[src/rtl/imem_loader.sv]
`default_nettype none
// ============================================================================
// Module   : imem_loader
// Brief    : Framed byte-stream loader that packs LE words into instruction
//            memory, verifies an 8-bit checksum and gates core reset.
// Revision : 1.0
// ============================================================================
module imem_loader #(
    parameter int          INST_MEMORY_SIZE = 16384,
    parameter int          ADDR_WIDTH       = $clog2(INST_MEMORY_SIZE),
    parameter logic [7:0]  MAGIC            = 8'hA5,
    parameter int          TIMEOUT_CYCLES   = 1000000
) (
    input  logic                  clk,
    input  logic                  rst_n,
    input  logic [7:0]            in_data,
    input  logic                  in_valid,
    output logic                  in_ready,
    output logic [ADDR_WIDTH-1:0] imem_waddr,
    output logic [31:0]           imem_wdata,
    output logic                  imem_wen,
    output logic                  cpu_hold,
    output logic                  load_busy,
    output logic                  load_ok,
    output logic                  load_err,
    output logic [1:0]            err_code
);

    localparam int          c_TW        = $clog2(TIMEOUT_CYCLES + 1);
    localparam logic [16:0] c_MAX_WORDS = 17'(INST_MEMORY_SIZE / 4);
    localparam logic [c_TW-1:0] c_TIMEOUT_LAST = c_TW'(TIMEOUT_CYCLES - 1);

    typedef enum logic [2:0] {
        S_IDLE   = 3'd0,
        S_CNT_LO = 3'd1,
        S_CNT_HI = 3'd2,
        S_DATA   = 3'd3,
        S_CHECK  = 3'd4,
        S_PASS   = 3'd5,
        S_FAIL   = 3'd6
    } state_t;

    state_t            r_state;
    state_t            w_next;
    logic              r_ready;
    logic [15:0]       r_cnt;
    logic [15:0]       r_idx;
    logic [1:0]        r_lane;
    logic [23:0]       r_word;
    logic [7:0]        r_sum;
    logic [c_TW-1:0]   r_timer;
    logic [ADDR_WIDTH-1:0] r_waddr;
    logic [31:0]       r_wdata;
    logic              r_wen;
    logic              r_hold;
    logic              r_busy;
    logic              r_ok;
    logic              r_err;
    logic [1:0]        r_code;

    logic              w_accept;
    logic              w_in_frame;
    logic              w_timeout;
    logic [15:0]       w_n;
    logic              w_start;
    logic              w_pass;
    logic              w_fail;
    logic [1:0]        w_code;
    logic              w_word_done;

    assign w_accept   = in_valid && r_ready;
    assign w_in_frame = (r_state == S_CNT_LO) || (r_state == S_CNT_HI) ||
                        (r_state == S_DATA)   || (r_state == S_CHECK);
    assign w_timeout  = w_in_frame && !w_accept && (r_timer == c_TIMEOUT_LAST);
    assign w_n        = {in_data, r_cnt[7:0]};

    always_ff @(posedge clk or negedge rst_n) begin
        if (!rst_n) begin
            r_state <= S_IDLE;
        end else begin
            r_state <= w_next;
        end
    end

    always_comb begin
        w_next      = r_state;
        w_start     = 1'b0;
        w_pass      = 1'b0;
        w_fail      = 1'b0;
        w_code      = 2'b00;
        w_word_done = 1'b0;
        case (r_state)
            S_IDLE: begin
                if (w_accept && in_data == MAGIC) begin
                    w_next  = S_CNT_LO;
                    w_start = 1'b1;
                end
            end
            S_CNT_LO: begin
                if (w_accept) w_next = S_CNT_HI;
            end
            S_CNT_HI: begin
                if (w_accept) begin
                    if ({1'b0, w_n} > c_MAX_WORDS) begin
                        w_fail = 1'b1;
                        w_code = 2'b01;
                    end else if (w_n == 16'd0) begin
                        w_next = S_CHECK;
                    end else begin
                        w_next = S_DATA;
                    end
                end
            end
            S_DATA: begin
                if (w_accept && r_lane == 2'd3) begin
                    w_word_done = 1'b1;
                    if (r_idx == r_cnt - 16'd1) w_next = S_CHECK;
                end
            end
            S_CHECK: begin
                if (w_accept) begin
                    if (in_data == r_sum) begin
                        w_pass = 1'b1;
                    end else begin
                        w_fail = 1'b1;
                        w_code = 2'b10;
                    end
                end
            end
            S_PASS:  w_next = S_IDLE;
            S_FAIL:  w_next = S_IDLE;
            default: w_next = S_IDLE;
        endcase
        if (w_timeout) begin
            w_fail = 1'b1;
            w_code = 2'b11;
        end
        if (w_fail) w_next = S_FAIL;
        if (w_pass) w_next = S_PASS;
    end

    // Status flags change on the same edge the FSM enters PASS/FAIL.
    always_ff @(posedge clk or negedge rst_n) begin
        if (!rst_n) begin
            r_ready <= 1'b0;
            r_cnt   <= '0;
            r_idx   <= '0;
            r_lane  <= '0;
            r_word  <= '0;
            r_sum   <= '0;
            r_timer <= '0;
            r_waddr <= '0;
            r_wdata <= '0;
            r_wen   <= 1'b0;
            r_hold  <= 1'b0;
            r_busy  <= 1'b0;
            r_ok    <= 1'b0;
            r_err   <= 1'b0;
            r_code  <= 2'b00;
        end else begin
            r_ready <= 1'b1;
            r_wen   <= 1'b0;
            if (w_accept || !w_in_frame) begin
                r_timer <= '0;
            end else begin
                r_timer <= r_timer + c_TW'(1);
            end
            if (w_start) begin
                r_hold <= 1'b1;
                r_busy <= 1'b1;
                r_ok   <= 1'b0;
                r_err  <= 1'b0;
                r_code <= 2'b00;
                r_sum  <= '0;
                r_idx  <= '0;
                r_lane <= '0;
            end
            if (w_accept && r_state == S_CNT_LO) r_cnt[7:0]  <= in_data;
            if (w_accept && r_state == S_CNT_HI) r_cnt[15:8] <= in_data;
            if (w_accept && r_state == S_DATA) begin
                r_sum  <= r_sum + in_data;
                r_lane <= r_lane + 2'd1;
                if (!w_word_done) r_word[{r_lane, 3'b000} +: 8] <= in_data;
            end
            if (w_word_done) begin
                r_wen   <= 1'b1;
                r_waddr <= {r_idx[ADDR_WIDTH-3:0], 2'b00};
                r_wdata <= {in_data, r_word};
                r_idx   <= r_idx + 16'd1;
            end
            if (w_pass) begin
                r_ok   <= 1'b1;
                r_hold <= 1'b0;
                r_busy <= 1'b0;
            end
            if (w_fail) begin
                r_err  <= 1'b1;
                r_code <= w_code;
                r_busy <= 1'b0;
            end
        end
    end

    assign in_ready   = r_ready;
    assign imem_waddr = r_waddr;
    assign imem_wdata = r_wdata;
    assign imem_wen   = r_wen;
    assign cpu_hold   = r_hold;
    assign load_busy  = r_busy;
    assign load_ok    = r_ok;
    assign load_err   = r_err;
    assign err_code   = r_code;

endmodule
`default_nettype wire

[config.mk]
export PLATFORM = sky130hd
export DESIGN_NAME = imem_loader
export DESIGN_NICKNAME = d
export VERILOG_FILES = /design/src/rtl/imem_loader.sv
export SDC_FILE = /design/constraint.sdc
export NUM_CORES = 1
export LEC_CHECK = 0
export CORE_MARGIN = 4
export CORE_UTILIZATION = 50
export CTS_CLUSTER_DIAMETER = 100
export DETAILED_ROUTE_END_ITERATION = 12
export HOLD_SLACK_MARGIN = 0.03
export PLACE_DENSITY = 0.77
export SLEW_MARGIN = 30
export SYNTH_ARGS = -nofsm -noshare
export SYNTH_HDL_FRONTEND = slang
export SYNTH_SLANG_ARGS = --single-unit
[constraint.sdc]
create_clock -name clk -period 6.1 [get_ports clk]
set_clock_uncertainty 0.05 [all_clocks]
set_input_delay 1.83 -clock clk [delete_from_list [all_inputs] [get_ports clk]]
set_output_delay 1.83 -clock clk [all_outputs]
set_load 0.05 [all_outputs]
==> flow_metrics.tcl, run 1 <==
set metrics [dict create \
    finalNetCount 855 \
    r2r_cells 8 \
    rows 42 \
    chipHeight_um 126 \
    yosysMostFrequentCell "nand2_1" \
    ioPinCount 65 \
    grt_pass1_vias 5478 \
    ant_nets 0 \
    status "completed" \
    cp-end-kind "flip-flop" \
    grt_pass1_wl_um 26900 \
    clock_insertion_delay_worst_skew_ns 0.42 \
    synthArstFlopShare_pct 100 \
    synth-compound-area-share_pct 9.29 \
    synth_xor_area_share_pct 5.00 \
    yosysTopAreaCell "dfrtp_1" \
    crit_type "input port to flip-flop" \
    synthFlopType "dfrtp_1" \
    ys_seq_area_share_pct 50.4 \
    cts_made_buffers 17 \
    h-tree-depth 4 \
    track_usage_pct 20.5 \
    path_buf_inv 1 \
    drc 0 \
    crit_slowest_cell "or4_2" \
    post_cts_resized 0 \
    min_path_cells 2 \
    grt-ovfl-total 0 \
    tightest_slew_ns 1.05 \
    rsz0062_at_grt "no" \
    port_buffers 62 \
    relSlewSlack_pct 30.1 \
    hold_viol 0 \
    netlist_top_cells_area "dfrtp_1 (50%), nand2_1 (13%), xor2_1 (2.9%)" \
    cts_tree "done" \
    clock_path_buffers 2 \
    antenna_found_initial 0 \
    timing.final.crit_share_pct 73.2 \
    finalHoldWorstSlack_ns 0.420 \
    dieArea_um2 16000 \
    dp_hpwl_um 10200 \
    critPathMaxStageDelay_ns 1.00 \
    crit_required_ns 6.34 \
    critPathTopFamily "simple AND/OR/NAND/NOR gates" \
    slew_violations 0 \
    peakVddDrop_mv 0.408 \
    final-setup-viol-count 0 \
    root_buffer "clkbuf_16" \
    maxCapViolCount 0 \
    avgRoutedWirePerCell_um 15.3 \
    startpoint_type "input port" \
    die_w_um 126 \
    vias 5650 \
    final_core_util_pct 61.5 \
    drive_gt1_share_pct 7.50 \
    synthMuxAreaShare_pct 2.38 \
    dr.pass1.iters 5 \
    coreArea_um2 13500 \
    avgSynthCellArea_um2 8.97 \
    viasPerCell 5.56 \
    worst_path_most_repeated_cell "nand2_1" \
    synth.distinct_cells 64 \
    worstHoldStart "r_word[19]" \
    final_cells 1016 \
    worstHoldEndpoint "imem_wdata[19]" \
    first_iter_violations 532 \
    cts.sinks 141 \
    crit_arrival_ns 4.71 \
    start_util_pct 52.0 \
    p_per_area_nw_per_um2 369 \
    synth_fa_ha_area_share_pct 3.15 \
    synth_top_cell_area_share_pct 50.4 \
    yosys_register_bits 141 \
    path_cells "clkdlybuf4s50_1 > or4_1 > or4_2 > nand2_1 > o21ai_1 > nand2_1 > o31ai_1" \
    dpl.cell_count 984 \
    synthCells 781 \
    synth_common_cells "nand2_1 (236), dfrtp_1 (141), nor2_1 (39)" \
    fmaxAchievable_mhz 224 \
    clk_pin_slew_ns 0.06 \
    period_minus_slack_ns 4.46 \
    synth_top_family_by_area "simple AND/OR/NAND/NOR gates" \
    hold_buffers 0 \
    grt_max_degree 105 \
    ys_warn_count 0 \
    place_congestion 0.933 \
    syn_area_um2 7000 \
    hp-class "flip-flop to flip-flop" \
    syn2layout_area_growth_pct 18.1 \
    synthSimpleGateAreaFrac_pct 26.5 \
    wl_um 15600 \
    critPathMaxFanout 27 \
    r2r-end "r_state[0]" \
    synth-edff-count 0 \
    cts_setup_buffers 0 \
    ff2ff_setup_slack_ns 3.10 \
    p_leak_uw 0.00388 \
    n_antenna_cell 0 \
    rr_startpoint "r_cnt[0]" \
    fin_setup_tns_ns 0 \
]
-- cell type report --
class | count | area [um2]
tap | 176 | 220
fill | 1181 | 5180
sequential | 141 | 3530
clock inverter | 14 | 108
clock buffer | 18 | 439
inverter | 14 | 52.6
timing repair buffer | 66 | 654
multi-input combinational | 587 | 3270
-- tightest hold or removal path, delay by kind of cell (launching register included) --
kind / cells / cell delay (ns)
DFF: 1 / 0.34
and+or+nand+nor: 2 / 0.10
-- power by group --
group | switching [uW] | internal [uW]
registers | 123 | 1110
logic | 571 | 297
clock network | 419 | 535
-- cells by family after synthesis --
family,count (synthesis)
buffers and inverters,54
AO/OA/AOI/OAI,106
AND/OR/NAND/NOR,406
flip-flops,141
XOR/XNOR,40
other,2
adder cells (fa/ha/maj),17
multiplexers,15
-- stage by stage --
| stage | setup slack (ns) | power, uW | area, um2 |
|---|---|---|---|
| after floorplan | 2.38 | 1820 | 7010 |
| after global placement | 1.23 | 2090 | 7720 |
| after detailed placement | 1.18 | 2110 | 7720 |
| after CTS | 1.61 | 3080 | 8270 |
| after global routing | 1.51 | 3220 | 8270 |
| final | 1.64 | 3050 | 8270 |
-- sequential cells by signal, indices dropped and copies added, names as in the netlist, 2 cells and up --
signal      cells
imem_wdata     32
r_word         24
r_timer        20
r_cnt          16
r_idx          16
imem_waddr     12
r_sum           8
r_state         3
err_code        2
r_lane          2
-- worst max path at each step --
stage / startpoint / slack (ns) / cells past startpoint / to
after floorplan: in_data[6] / 2.38 / 7 / r_idx[15]
after global placement: in_data[1] / 1.23 / 7 / r_idx[6]
after detailed placement: in_data[1] / 1.18 / 7 / r_idx[3]
after CTS: in_data[1] / 1.61 / 7 / r_idx[3]
after global routing: in_data[1] / 1.51 / 7 / r_idx[14]
final: in_data[1] / 1.64 / 7 / r_idx[3]
-- layout by cell type (no fill, tap or decap), types with 4 or more instances in the layout --
master and n:
nor3b_1 4, nor4_1 13, mux2_2 13, nand2b_1 4
inv_6 5, clkdlybuf4s50_1 61, buf_4 4, o211ai_1 5
nand3_1 30, and3_1 13, xor2_1 23, o21ai_0 33
dfrtp_1 141, a21o_1 4, nor2_1 39, nand4_1 9
or3_1 7, nor3_1 18, ha_1 16, and2_1 4
o21ai_1 24, nand2_1 236, inv_1 13, o2111ai_1 4
xnor2_1 17, a21oi_1 12, o31ai_1 4, or4_1 4
clkbuf_16 17
-- layer usage --
| layer | share of wire, % | vias to the layer above | track usage, % |
|---|---|---|---|
| met5 | 0 | - | 0 |
| met3 | 4.6 | 20 | 4.83 |
| met2 | 47 | 119 | 32.8 |
| met1 | 47 | 2762 | 28.3 |
| met4 | 1.2 | 0 | 5.80 |
| li1 | - | 2749 | - |
No activity file was read; power rests on OpenSTA's default activity.
==> inputs of run 2 (changes only) <==
--- a/config.mk
+++ b/config.mk
@@ -10,7 +10,7 @@
 export CTS_CLUSTER_DIAMETER = 100
 export DETAILED_ROUTE_END_ITERATION = 12
 export HOLD_SLACK_MARGIN = 0.03
-export PLACE_DENSITY = 0.77
+export PLACE_DENSITY = 0.8
 export SLEW_MARGIN = 30
 export SYNTH_ARGS = -nofsm -noshare
 export SYNTH_HDL_FRONTEND = slang
==> constraint.sdc (replaced) <==
create_clock -name clk -period 4 [get_ports clk]
set_clock_uncertainty 0.05 [all_clocks]
set_input_delay 1.2 -clock clk [delete_from_list [all_inputs] [get_ports clk]]
set_output_delay 1.2 -clock clk [all_outputs]
set_load 0.05 [all_outputs]
==> flow_metrics.tcl, run 2 (synthesis results as in run 1) <==
set metrics [dict create \
    status "completed" \
    crit_required_ns 4.23 \
    dp_hpwl_um 11100 \
    multiInputGateArea_um2 3270 \
    h-tree-depth 4 \
    slew_violations 0 \
    p_leak_uw 0.00397 \
    p_per_area_nw_per_um2 559 \
    layout_commonest_cell "nand2_1" \
    clock_path_buffers 2 \
    dieArea_um2 16000 \
    dr.pass1.iters 5 \
    cts.sinks 141 \
    worstHoldEndpoint "imem_wdata[5]" \
    nFillCells 1144 \
    clk_pin_slew_ns 0.06 \
    critPathMaxStageDelay_ns 0.68 \
    setup_ws_ns 0.581 \
    fmaxAchievable_mhz 292 \
    maxCapViolCount 0 \
    ioPinCount 65 \
    report.power.total_uw 4700 \
    avgRoutedWirePerCell_um 15.6 \
    cp-end-kind "flip-flop" \
    grt_pass1_vias 5671 \
    syn2layout_area_growth_pct 20.2 \
    drc 0 \
    worstHoldStart "r_word[5]" \
    rsz0062_at_grt "no" \
    period_minus_slack_ns 3.42 \
    ant_nets 0 \
    crit_arrival_ns 3.65 \
    startpoint_type "input port" \
    crit_slowest_cell "clkdlybuf4s50_1" \
    grt_pass1_wl_um 27200 \
    place_congestion 0.883 \
    seqCellArea_um2 3530 \
    crit_type "input port to flip-flop" \
    drive_gt1_share_pct 9.11 \
    cts_tree "done" \
    post_cts_resized 0 \
    timing.final.crit_share_pct 85.5 \
    first_iter_violations 481 \
    viasPerCell 5.59 \
    rr_startpoint "r_cnt[1]" \
    dp_slack_ns 0.150 \
    grt_max_degree 78 \
    antenna_found_initial 0 \
    critPathMaxFanout 7 \
    fin_setup_tns_ns 0 \
    n_antenna_cell 0 \
    clock_insertion_delay_worst_skew_ns 0.42 \
    rows 42 \
    peakVddDrop_mv 0.515 \
    root_buffer "clkbuf_16" \
    final-setup-viol-count 0 \
    min_path_cells 2 \
    r2r-end "r_state[0]" \
    vias 5771 \
    hold_buffers 0 \
    path_buf_inv 1 \
    critPathTopFamily "simple AND/OR/NAND/NOR gates" \
    die_w_um 126 \
    path_cells "clkdlybuf4s50_1 > ha_1 > nor4_1 > and3_1 > nor3_1 > or3_1 > nor4bb_1 > o211ai_1" \
    final_cell_mix "nand2_1 (236), dfrtp_1 (141), clkdlybuf4s50_1 (61), nor2_1 (39), o21ai_0 (33)" \
    r2r_cells 8 \
    grt-ovfl-total 0 \
    start_util_pct 52.0 \
    chipHeight_um 126 \
    wl_um 16100 \
    port_buffers 62 \
    final_core_util_pct 62.5 \
    cts_setup_buffers 0 \
    hold_viol 0 \
    tightest_slew_ns 0.942 \
    hp-class "flip-flop to flip-flop" \
    finalHoldWorstSlack_ns 0.418 \
    coreArea_um2 13500 \
    ff2ff_setup_slack_ns 0.88 \
    finalNetCount 871 \
    track_usage_pct 21.0 \
    relSlewSlack_pct 37.1 \
    cts_made_buffers 17 \
    largest_register_ffs 32 \
]
==> run 2: stage by stage <==
step	cells	area, um2
6_report	1032	8410
5_1_grt	1032	8410
4_1_cts	1032	8400
3_5_place_dp	1000	7850
3_3_place_gp	1000	7850
2_1_floorplan	782	7010
==> run 2: power by group <==
part	leakage (uW)	internal [uW]	switching, uW	total, uW
clock	0.000275	837	632	1470
combinational	0.00181	468	885	1350
sequential	0.00189	1690	190	1880
total	0.00397	2990	1710	4700
==> run 2: area by class of cell <==
type                       instances  area share, %
inverter                          14          0.625
tap                              176           2.62
timing repair buffer              82           9.32
multi-input combinational        587           38.9
clock buffer                      19           5.38
sequential                       141           41.9
clock inverter                    13           1.25
==> run 2: how the worst max path moves through the flow <==
| stage | start | to | slack, ns | cells after the start |
|---|---|---|---|---|
| after detailed placement | in_data[6] | r_state[1] | 0.15 | 8 |
| after global placement | in_data[1] | r_idx[3] | 0.24 | 7 |
| after CTS | in_data[6] | r_state[1] | 0.60 | 8 |
| after floorplan | in_data[6] | r_idx[15] | 0.91 | 7 |
| final | in_data[6] | r_state[1] | 0.58 | 8 |
| after global routing | in_data[6] | r_state[1] | 0.44 | 8 |
==> run 2: worst register-to-register path, cell delays in order, from the launching register on <==
cell and delay (ns):
dfrtp_1 0.42, inv_1 0.13, ha_1 0.26, or4b_1 0.62
or4_1 0.53, a32oi_1 0.18, o2111ai_1 0.19, nor4_1 0.44
a31oi_1 0.15
==> run 2: routing by layer <==
metal	track usage (%)	vias up	share of wire, %
met5	0	-	0
met4	8.90	0	2.2
met3	4.96	35	5.9
met2	33.5	163	48
met1	27.6	2789	44
li1	-	2784	-
